$ cat src/rtl/program_loader_pkg.sv
// Shared types and constants for the boot-phase program loader.
package program_loader_pkg;

    typedef enum logic [2:0] {
        IDLE,
        TX_SEND,
        TX_WAIT,
        SIZE_RX,
        DATA_RX,
        DONE
    } loader_state_t;

    // Which controller request owns the current phase.
    typedef enum logic [1:0] {
        PH_TX_99,
        PH_SIZE,
        PH_DATA,
        PH_TX_AA
    } loader_phase_t;

    localparam logic [7:0] BOOT_REQ_BYTE  = 8'h99;
    localparam logic [7:0] BOOT_ACK_BYTE  = 8'hAA;
    localparam int         BYTES_PER_WORD = 4;

    function automatic logic [7:0] tx_byte_for(input loader_phase_t phase);
        return (phase == PH_TX_AA) ? BOOT_ACK_BYTE : BOOT_REQ_BYTE;
    endfunction

endpackage

$ cat src/rtl/byte_word_assembler.sv
// Packs a little-endian byte stream into 32-bit words; word_valid pulses
// the cycle after the fourth byte, with word_data holding the assembled word.
module byte_word_assembler
    import program_loader_pkg::*;
(
    input  logic        clk,
    input  logic        reset,
    input  logic        clear,
    input  logic [7:0]  byte_data,
    input  logic        byte_valid,
    output logic [31:0] word_data,
    output logic        word_valid
);

    logic [1:0] byte_cnt;

    always_ff @(posedge clk or posedge reset) begin
        if (reset) begin
            word_data  <= '0;
            byte_cnt   <= '0;
            word_valid <= 1'b0;
        end else if (clear) begin
            word_data  <= '0;
            byte_cnt   <= '0;
            word_valid <= 1'b0;
        end else begin
            word_valid <= byte_valid && (byte_cnt == 2'(BYTES_PER_WORD - 1));
            if (byte_valid) begin
                // shifting in from the top leaves the first byte in bits 7:0
                word_data <= {byte_data, word_data[31:8]};
                byte_cnt  <= byte_cnt + 2'd1;
            end
        end
    end

endmodule

$ cat src/rtl/program_loader.sv
// Boot-phase responder: sends 0x99/0xAA over UART TX, receives the program
// size and streams the program words from UART RX into instruction memory.
//
// state   | meaning
// IDLE    | waiting for a controller request
// TX_SEND | waiting for UART TX idle, then pulsing tx_start
// TX_WAIT | byte in flight; done once tx_busy falls
// SIZE_RX | collecting the 4-byte word count
// DATA_RX | collecting program words and writing them to imem
// DONE    | holding *_finished until the request drops
module program_loader
    import program_loader_pkg::*;
#(
    parameter int IMEM_ADDR_WIDTH = 15
) (
    input  logic                       clk,
    input  logic                       reset,
    input  logic                       transmit_0x99,
    input  logic                       receive_program_data_size,
    input  logic                       receive_program_data,
    input  logic                       transmit_0xAA,
    output logic                       transmit_0x99_finished,
    output logic                       receive_program_data_size_finished,
    output logic                       receive_program_data_finished,
    output logic                       transmit_0xAA_finished,
    input  logic [7:0]                 rx_data,
    input  logic                       rx_valid,
    output logic [7:0]                 tx_data,
    output logic                       tx_start,
    input  logic                       tx_busy,
    output logic                       imem_we,
    output logic [IMEM_ADDR_WIDTH-1:0] imem_addr,
    output logic [31:0]                imem_wdata,
    output logic                       load_error
);

    loader_state_t state, state_next;
    loader_phase_t phase, phase_next;

    logic        tx_first;
    logic [31:0] size_reg;
    logic [31:0] word_cnt;
    logic        req_active;
    logic        receiving;
    logic        word_in_range;
    logic        word_accept;
    logic [31:0] asm_word;
    logic        asm_valid;

    always_comb begin
        req_active = 1'b0;
        case (phase)
            PH_TX_99: req_active = transmit_0x99;
            PH_SIZE:  req_active = receive_program_data_size;
            PH_DATA:  req_active = receive_program_data;
            PH_TX_AA: req_active = transmit_0xAA;
            default:  req_active = 1'b0;
        endcase
    end

    assign receiving     = (state == SIZE_RX) || (state == DATA_RX);
    assign word_in_range = (word_cnt >> IMEM_ADDR_WIDTH) == 32'd0;

    byte_word_assembler u_assembler (
        .clk        (clk),
        .reset      (reset),
        .clear      (!receiving),
        .byte_data  (rx_data),
        .byte_valid (rx_valid && receiving),
        .word_data  (asm_word),
        .word_valid (asm_valid)
    );

    always_comb begin
        state_next = state;
        phase_next = phase;
        tx_start   = 1'b0;
        tx_data    = '0;
        case (state)
            IDLE: begin
                if (transmit_0x99) begin
                    state_next = TX_SEND;
                    phase_next = PH_TX_99;
                end else if (receive_program_data_size) begin
                    state_next = SIZE_RX;
                    phase_next = PH_SIZE;
                end else if (receive_program_data) begin
                    state_next = DATA_RX;
                    phase_next = PH_DATA;
                end else if (transmit_0xAA) begin
                    state_next = TX_SEND;
                    phase_next = PH_TX_AA;
                end
            end
            TX_SEND: begin
                if (!req_active) begin
                    state_next = IDLE;
                end else if (!tx_busy) begin
                    tx_start   = 1'b1;
                    tx_data    = tx_byte_for(phase);
                    state_next = TX_WAIT;
                end
            end
            TX_WAIT: begin
                // tx_busy only becomes meaningful one cycle after tx_start
                if (!req_active) begin
                    state_next = IDLE;
                end else if (!tx_first && !tx_busy) begin
                    state_next = DONE;
                end
            end
            SIZE_RX: begin
                if (!req_active) begin
                    state_next = IDLE;
                end else if (asm_valid) begin
                    state_next = DONE;
                end
            end
            DATA_RX: begin
                if (!req_active) begin
                    state_next = IDLE;
                end else if (word_cnt == size_reg) begin
                    state_next = DONE;
                end
            end
            DONE: begin
                if (!req_active) begin
                    state_next = IDLE;
                end
            end
            default: state_next = IDLE;
        endcase
    end

    // Words beyond the memory depth are counted but never written.
    assign word_accept = (state == DATA_RX) && req_active && asm_valid && (word_cnt != size_reg);
    assign imem_we     = word_accept && word_in_range;
    assign imem_addr   = word_cnt[IMEM_ADDR_WIDTH-1:0];
    assign imem_wdata  = imem_we ? asm_word : '0;

    assign transmit_0x99_finished             = (state == DONE) && (phase == PH_TX_99);
    assign receive_program_data_size_finished = (state == DONE) && (phase == PH_SIZE);
    assign receive_program_data_finished      = (state == DONE) && (phase == PH_DATA);
    assign transmit_0xAA_finished             = (state == DONE) && (phase == PH_TX_AA);

    always_ff @(posedge clk or posedge reset) begin
        if (reset) begin
            state      <= IDLE;
            phase      <= PH_TX_99;
            tx_first   <= 1'b0;
            size_reg   <= '0;
            word_cnt   <= '0;
            load_error <= 1'b0;
        end else begin
            state    <= state_next;
            phase    <= phase_next;
            tx_first <= (state == TX_SEND) && (state_next == TX_WAIT);
            if ((state == SIZE_RX) && (state_next == DONE)) begin
                size_reg <= asm_word;
            end
            if (state != DATA_RX) begin
                word_cnt <= '0;
            end else if (word_accept) begin
                word_cnt <= word_cnt + 32'd1;
            end
            if (word_accept && !word_in_range) begin
                load_error <= 1'b1;
            end
        end
    end

endmodule

$ cat config.mk
export PLATFORM = sky130hd
export DESIGN_NAME = program_loader
export DESIGN_NICKNAME = d
export VERILOG_FILES = /design/src/rtl/program_loader_pkg.sv /design/src/rtl/byte_word_assembler.sv /design/src/rtl/program_loader.sv
export SDC_FILE = /design/constraint.sdc
export NUM_CORES = 1
export LEC_CHECK = 0
export BUFFER_PORTS_ARGS = -buffer_cell sky130_fd_sc_hd__clkbuf_2
export CORE_MARGIN = 4
export CORE_UTILIZATION = 52
export DETAILED_ROUTE_END_ITERATION = 12
export PLACE_DENSITY = 0.72
export SKIP_LAST_GASP = 1
export SYNTH_ARGS = -nofsm -noshare
export SYNTH_HDL_FRONTEND = slang
export SYNTH_SLANG_ARGS = --single-unit
$ cat constraint.sdc
create_clock -name clk -period 4.3 [get_ports clk]
set_input_delay 0.645 -clock clk [delete_from_list [all_inputs] [get_ports clk]]
set_output_delay 0.645 -clock clk [all_outputs]
set_load 0.01 [all_outputs]
Word level (Yosys, flattened, before mapping)
Cells that the tools add are included.

Bits in registers: 106. Bits of input ports: 16. Output and inout bits: 62. Word-level logic and storage cells: 84.

Add/subtract/negate cells: 2. Equal/unequal tests: 15. Mux-type cells: 34. Reductions and logical operators: 24.

Operators by type and width (number): 32-bit two-way mux (5); 3-bit two-way mux (13); 32-bit by 1-bit adder with 32-bit output (second input constant) (1); 32-bit == test (1); 32-bit logical NOT (1); 32-bit inequality test (1); 8-bit two-way mux (3); 3-bit case mux with 6 select lines (1); 1-bit logical AND (14); 2-bit two-way mux (6); 3-bit by 2-bit == test with 1-bit output (second input constant) (3); 3-bit == test (second input constant) (3); 2-bit == test (second input constant) (3); 6-bit two-way mux (1); 1-bit two-way mux (4); 1-bit case mux with 4 select lines (1); 4-bit nonzero test (1); 3-bit by 1-bit == test with 1-bit output (second input constant) (1); 1-bit logical NOT (3); 3-bit logical NOT (1); 3-bit inequality test (second input constant) (1); 2-bit by 1-bit adder with 2-bit output (second input constant) (1); 2-bit by 1-bit == test with 1-bit output (second input constant) (1); 2-bit logical NOT (1); 4 further kinds (4).

Logic depth before layout (Yosys ltp)
Depth after elaboration: 7. Mapped depth: 9. Gate-level depth less buffers: 6.

By module
A second synthesis with hierarchy kept.

Cells, all modules: 550. Area total of the unflattened synthesis: 5691.7 sq um.

Modules (own cells, without submodules): program_loader (instances 1, cells an instance 435, area each 4231.6 sq um, sequential area each 1776.7 sq um); byte_word_assembler (instances 1, cells an instance 115, area each 1460.2 sq um, sequential area each 875.8 sq um).

Worst setup path after synthesis
No wires, ideal clock.

Path kind: register to output. From: register word_cnt[24]. To: output imem_wdata[22]. Arrival: 1.980 ns. Data required time: 3.655 ns. Slack: 1.675 ns. Stages on the path, launching flop included: 8. Path through: dfrtp_1 buf_2 nor4_1 nand4_1 or4_1 nor3_2 clkbuf_1 and2_1.

Word-level cells in the longest chain between the ends: 4.

RTL lines: from (decl) (RTL line program_loader.sv:42) `logic [31:0] word_cnt;`; from (signal assigned) (RTL line program_loader.sv:164) `word_cnt <= word_cnt + 32'd1;`; 32-bit inequality test (RTL line program_loader.sv:136) `assign word_accept = (state == DATA_RX) && req_active && asm_valid && (word_cnt != size_reg);`; 1-bit logical AND (RTL line program_loader.sv:136); 1-bit logical AND * (RTL line program_loader.sv:137) `assign imem_we = word_accept && word_in_range;`; named net imem_we (RTL line program_loader.sv:31) `output logic imem_we,`; 32-bit two-way mux * (RTL line program_loader.sv:139) `assign imem_wdata = imem_we ? asm_word : '0;`; to (decl) (RTL line program_loader.sv:33) `output logic [31:0] imem_wdata,`.

Mark *: on every way through the listed nets, which the timed path passes. The rest lies on a longest branch.

Worst setup path after layout
From: register word_cnt[10]. To: output imem_wdata[24].

Word-level cells in the longest chain between the ends: 4.

RTL lines (RTL line): 32-bit inequality test (program_loader.sv:136); 1-bit logical AND (program_loader.sv:136); 1-bit logical AND (program_loader.sv:137); 32-bit two-way mux (program_loader.sv:139).

Every way passes these cells.

==> flow_summary.toml <==
[clock_network]
cts_made_buffers = 9
clk_pin_slew_worst_paths_ns = 0.10
cts_tree = "yes"
cts_resized = 0
cts.path.max_buffers = 2
clkLatencyLatePin_ns = 0.38
cts_max_level = 3
cts_sinks = 106
root_buffer = "clkbuf_8"
cts_setup_buffers = 0
postCtsHoldBufs = 0

[route]
vias_per_cell = 5.84
wire_per_inst_um = 17.7
wl_mm = 12.7
drcViolationCount = 0
first_iter_violations = 150
first_pass_iters = 7
vias = 4192
drtAntennaViolNets = 0

[sta]
tightest_slew_ns = 1.17
fmax_mhz = 281
setup_violations = 0
whs_ns = 0.473
rsz0062_at_grt = "false"
drv_slew = 0
finalHoldViolCount = 0
setup_tns_ns = 0
finalCriticalPeriod_ns = 3.56
post-route-period-util = 0.829
slew_headroom = 0.219
fin_skew_ns = 0.00999

[worst_setup_path]
cp_slowest_cell = "nor4_1"
worstPathRequired_ns = 3.65
arrival_ns = 2.92
crit_path_max_fanout = 33
crit_buf_inv = 2
worstPathCellList = "xor2_1 > nor4_1 > nand4_1 > nor2_2 > nor3_2 > buf_4 > and2_1 > clkbuf_2"
endpoint_kind = "output pin"
setup.worst_path.start_class = "flip-flop"
slowest_delay_ns = 0.55
path_class = "reg2out"
critical-path-top-delay-family = "simple AND/OR/NAND/NOR gates"

[pwr]
total_power_mw = 2.28
p_per_area_nw_per_um2 = 372
p_sw_mw = 0.805
ir_drop_mv = 0.241
pwr-share-seq = 0.495
p_leak_nw = 3.06
sw_frac_of_total = 0.354
pwr-share-comb = 0.243
clockPowerShare = 0.262
internal_power_mw = 1.47

[finish]
area.sequential_sq_um = 2650
syn_to_final_growth_pct = 9.04
n_fill_cell = 896
multiInputGateArea_sq_um = 2670
final_layout_size_suffix_gt1_frac = 0.247
diodes = 0
nets = 595

[synthesis]
syn-mean-instance-area_sq_um = 10.6
yosysTopAreaCellShare = 0.472
synthAdderAreaFrac = 0.00445
synth_cells = 532
async_reset_ff_frac = 1.00
synth_edf_count = 0
synth_top_cell_by_area = "dfrtp_1"
synth_area_sq_um = 5620
synth-simple-area-share = 0.199
synth_seq_cells = 106
synth.distinct_cells = 55
synth_ff_type = "dfrtp_1"
synth_mux_area_frac = 0.145
synth.area.top_cells = "dfrtp_1 (47%), mux2i_1 (7.7%), mux2_2 (6.4%)"
synth_compound_area_frac = 0.0641
synth_top_family_by_area = "simple AND/OR/NAND/NOR gates"
synth_xor_area_frac = 0.0608
seq_area_frac_synth = 0.472
ys_warn_count = 0

[grt]
antenna_found_initial = 0
grt_first_pass_wirelength_mm = 21.7
grt_max_degree = 85
grt_util_all_layers = 0.215
grt_pass1_vias = 4119
grt_overflow = 0

[floorplanning]
die_y_um = 112
num_rows = 37
die-area_sq_um = 12500
die_x_um = 112
coreArea_sq_um = 10400
pin_count = 78
initial_core_util = 0.540

[run]
max_cap_viol_count = 0

[place]
gp_routability_congestion = 0.844
io_buffers = 75
hpwl_mm = 9.10

[outcome]
status = "finished, final reports clean"

[worst_hold_path]
hp-class = "reg2reg"
## layout make-up
class                           count  share of cell area
Clock buffer                       11              0.0231
Clock inverter                      5             0.00776
Inverter                            7             0.00470
Multi-Input combinational cell    372               0.435
Sequential cell                   106               0.433
Tap cell                          136              0.0278
Timing Repair Buffer               81              0.0686
## kinds of logic after synthesis
logic type / after synthesis
fa+ha+maj: 2
simple gates: 200
buf+inv: 55
xor+xnor: 39
mux: 76
compound gates: 53
flops: 106
other cells: 1
## metrics by stage
stage               utilization  worst slack (ns)  std cells  cell area, sq um
CTS                       0.588             0.745        718              6130
finish                    0.588             0.737        718              6130
global placement          0.570              1.20        702              5940
floorplan                     -             0.866        533              5620
global route              0.588             0.595        718              6130
detailed placement        0.570              1.17        702              5940
## path summary, 6_finish.rpt
| path | start | endpoint | slack [ns] | cells past startpoint |
|---|---|---|---|---|
| max in group asynchronous | reset | size_reg[5]$_DFFE_PP0P_ | 2.91 | 3 |
| worst min-delay path | load_error$_DFFE_PP0P_ | load_error$_DFFE_PP0P_ | 0.47 | 1 |
| worst max register to register | word_cnt[10]$_DFFE_PP0P_ | word_cnt[4]$_DFFE_PP0P_ | 1.57 | 7 |
| worst min register to register | load_error$_DFFE_PP0P_ | load_error$_DFFE_PP0P_ | 0.47 | 1 |
| worst max-delay path | word_cnt[10]$_DFFE_PP0P_ | imem_wdata[24] | 0.74 | 8 |
| min in group asynchronous | reset | u_assembler.word_data[8]$_DFFE_PP0P_ | 0.49 | 2 |
## placed cells by master (no fill, tap or decap), drive strengths merged, types with 13 or more instances in the layout
master  netlist  final
dfrtp       106    106
clkbuf       17     86
nor2         56     56
mux2i        43     43
xor2         35     35
and2         33     33
mux2         32     32
nand2        24     24
nor4         18     18
a21oi        14     14
nand4        13     13
## worst reg2reg max path: stages (launching register included)
cell and delay (ns):
dfrtp_1 0.49, xor2_1 0.22, nor4_1 0.55, nand4_1 0.40
nor2_2 0.22, buf_4 0.31, nor2_1 0.17, a31o_1 0.26
## power groups by stage
stage	combinational (mW)	clock (mW)	sequential, mW
after CTS	0.556	0.604	1.13
after global placement	0.542	0	1.14
after floorplan	0.467	0	1.11
final	0.553	0.597	1.13
after global routing	0.614	0.657	1.14
after detailed placement	0.557	0	1.14
## cell usage after synthesis (2+ instances only)
cell	instances
o211ai_1	7
nor3_1	9
dfrtp_1	106
and3_2	3
mux2i_1	43
nor3b_1	4
nor2_1	55
o31ai_1	9
o21ai_0	5
buf_2	6
ha_1	2
nand3_1	10
buf_4	23
a211oi_1	2
nand2b_1	3
xnor2_1	4
mux2_2	32
or4_1	7
nand2_1	24
nand4_1	12
a21oi_1	14
nor2b_1	2
xor2_1	35
or3_1	4
nor4_2	2
and3_1	2
and4_1	6
nor4_1	16
and2_1	33
clkbuf_1	17
o21ai_1	5
inv_1	7
## metal layers
metal	global-route usage	vias up	share of wire
met2	0.341	134	0.48
met1	0.297	2094	0.44
met5	0	-	0
met4	0.0649	0	0.019
li1	-	1947	-
met3	0.0457	17	0.054
Note: power is estimated with default switching activity, not from simulation.
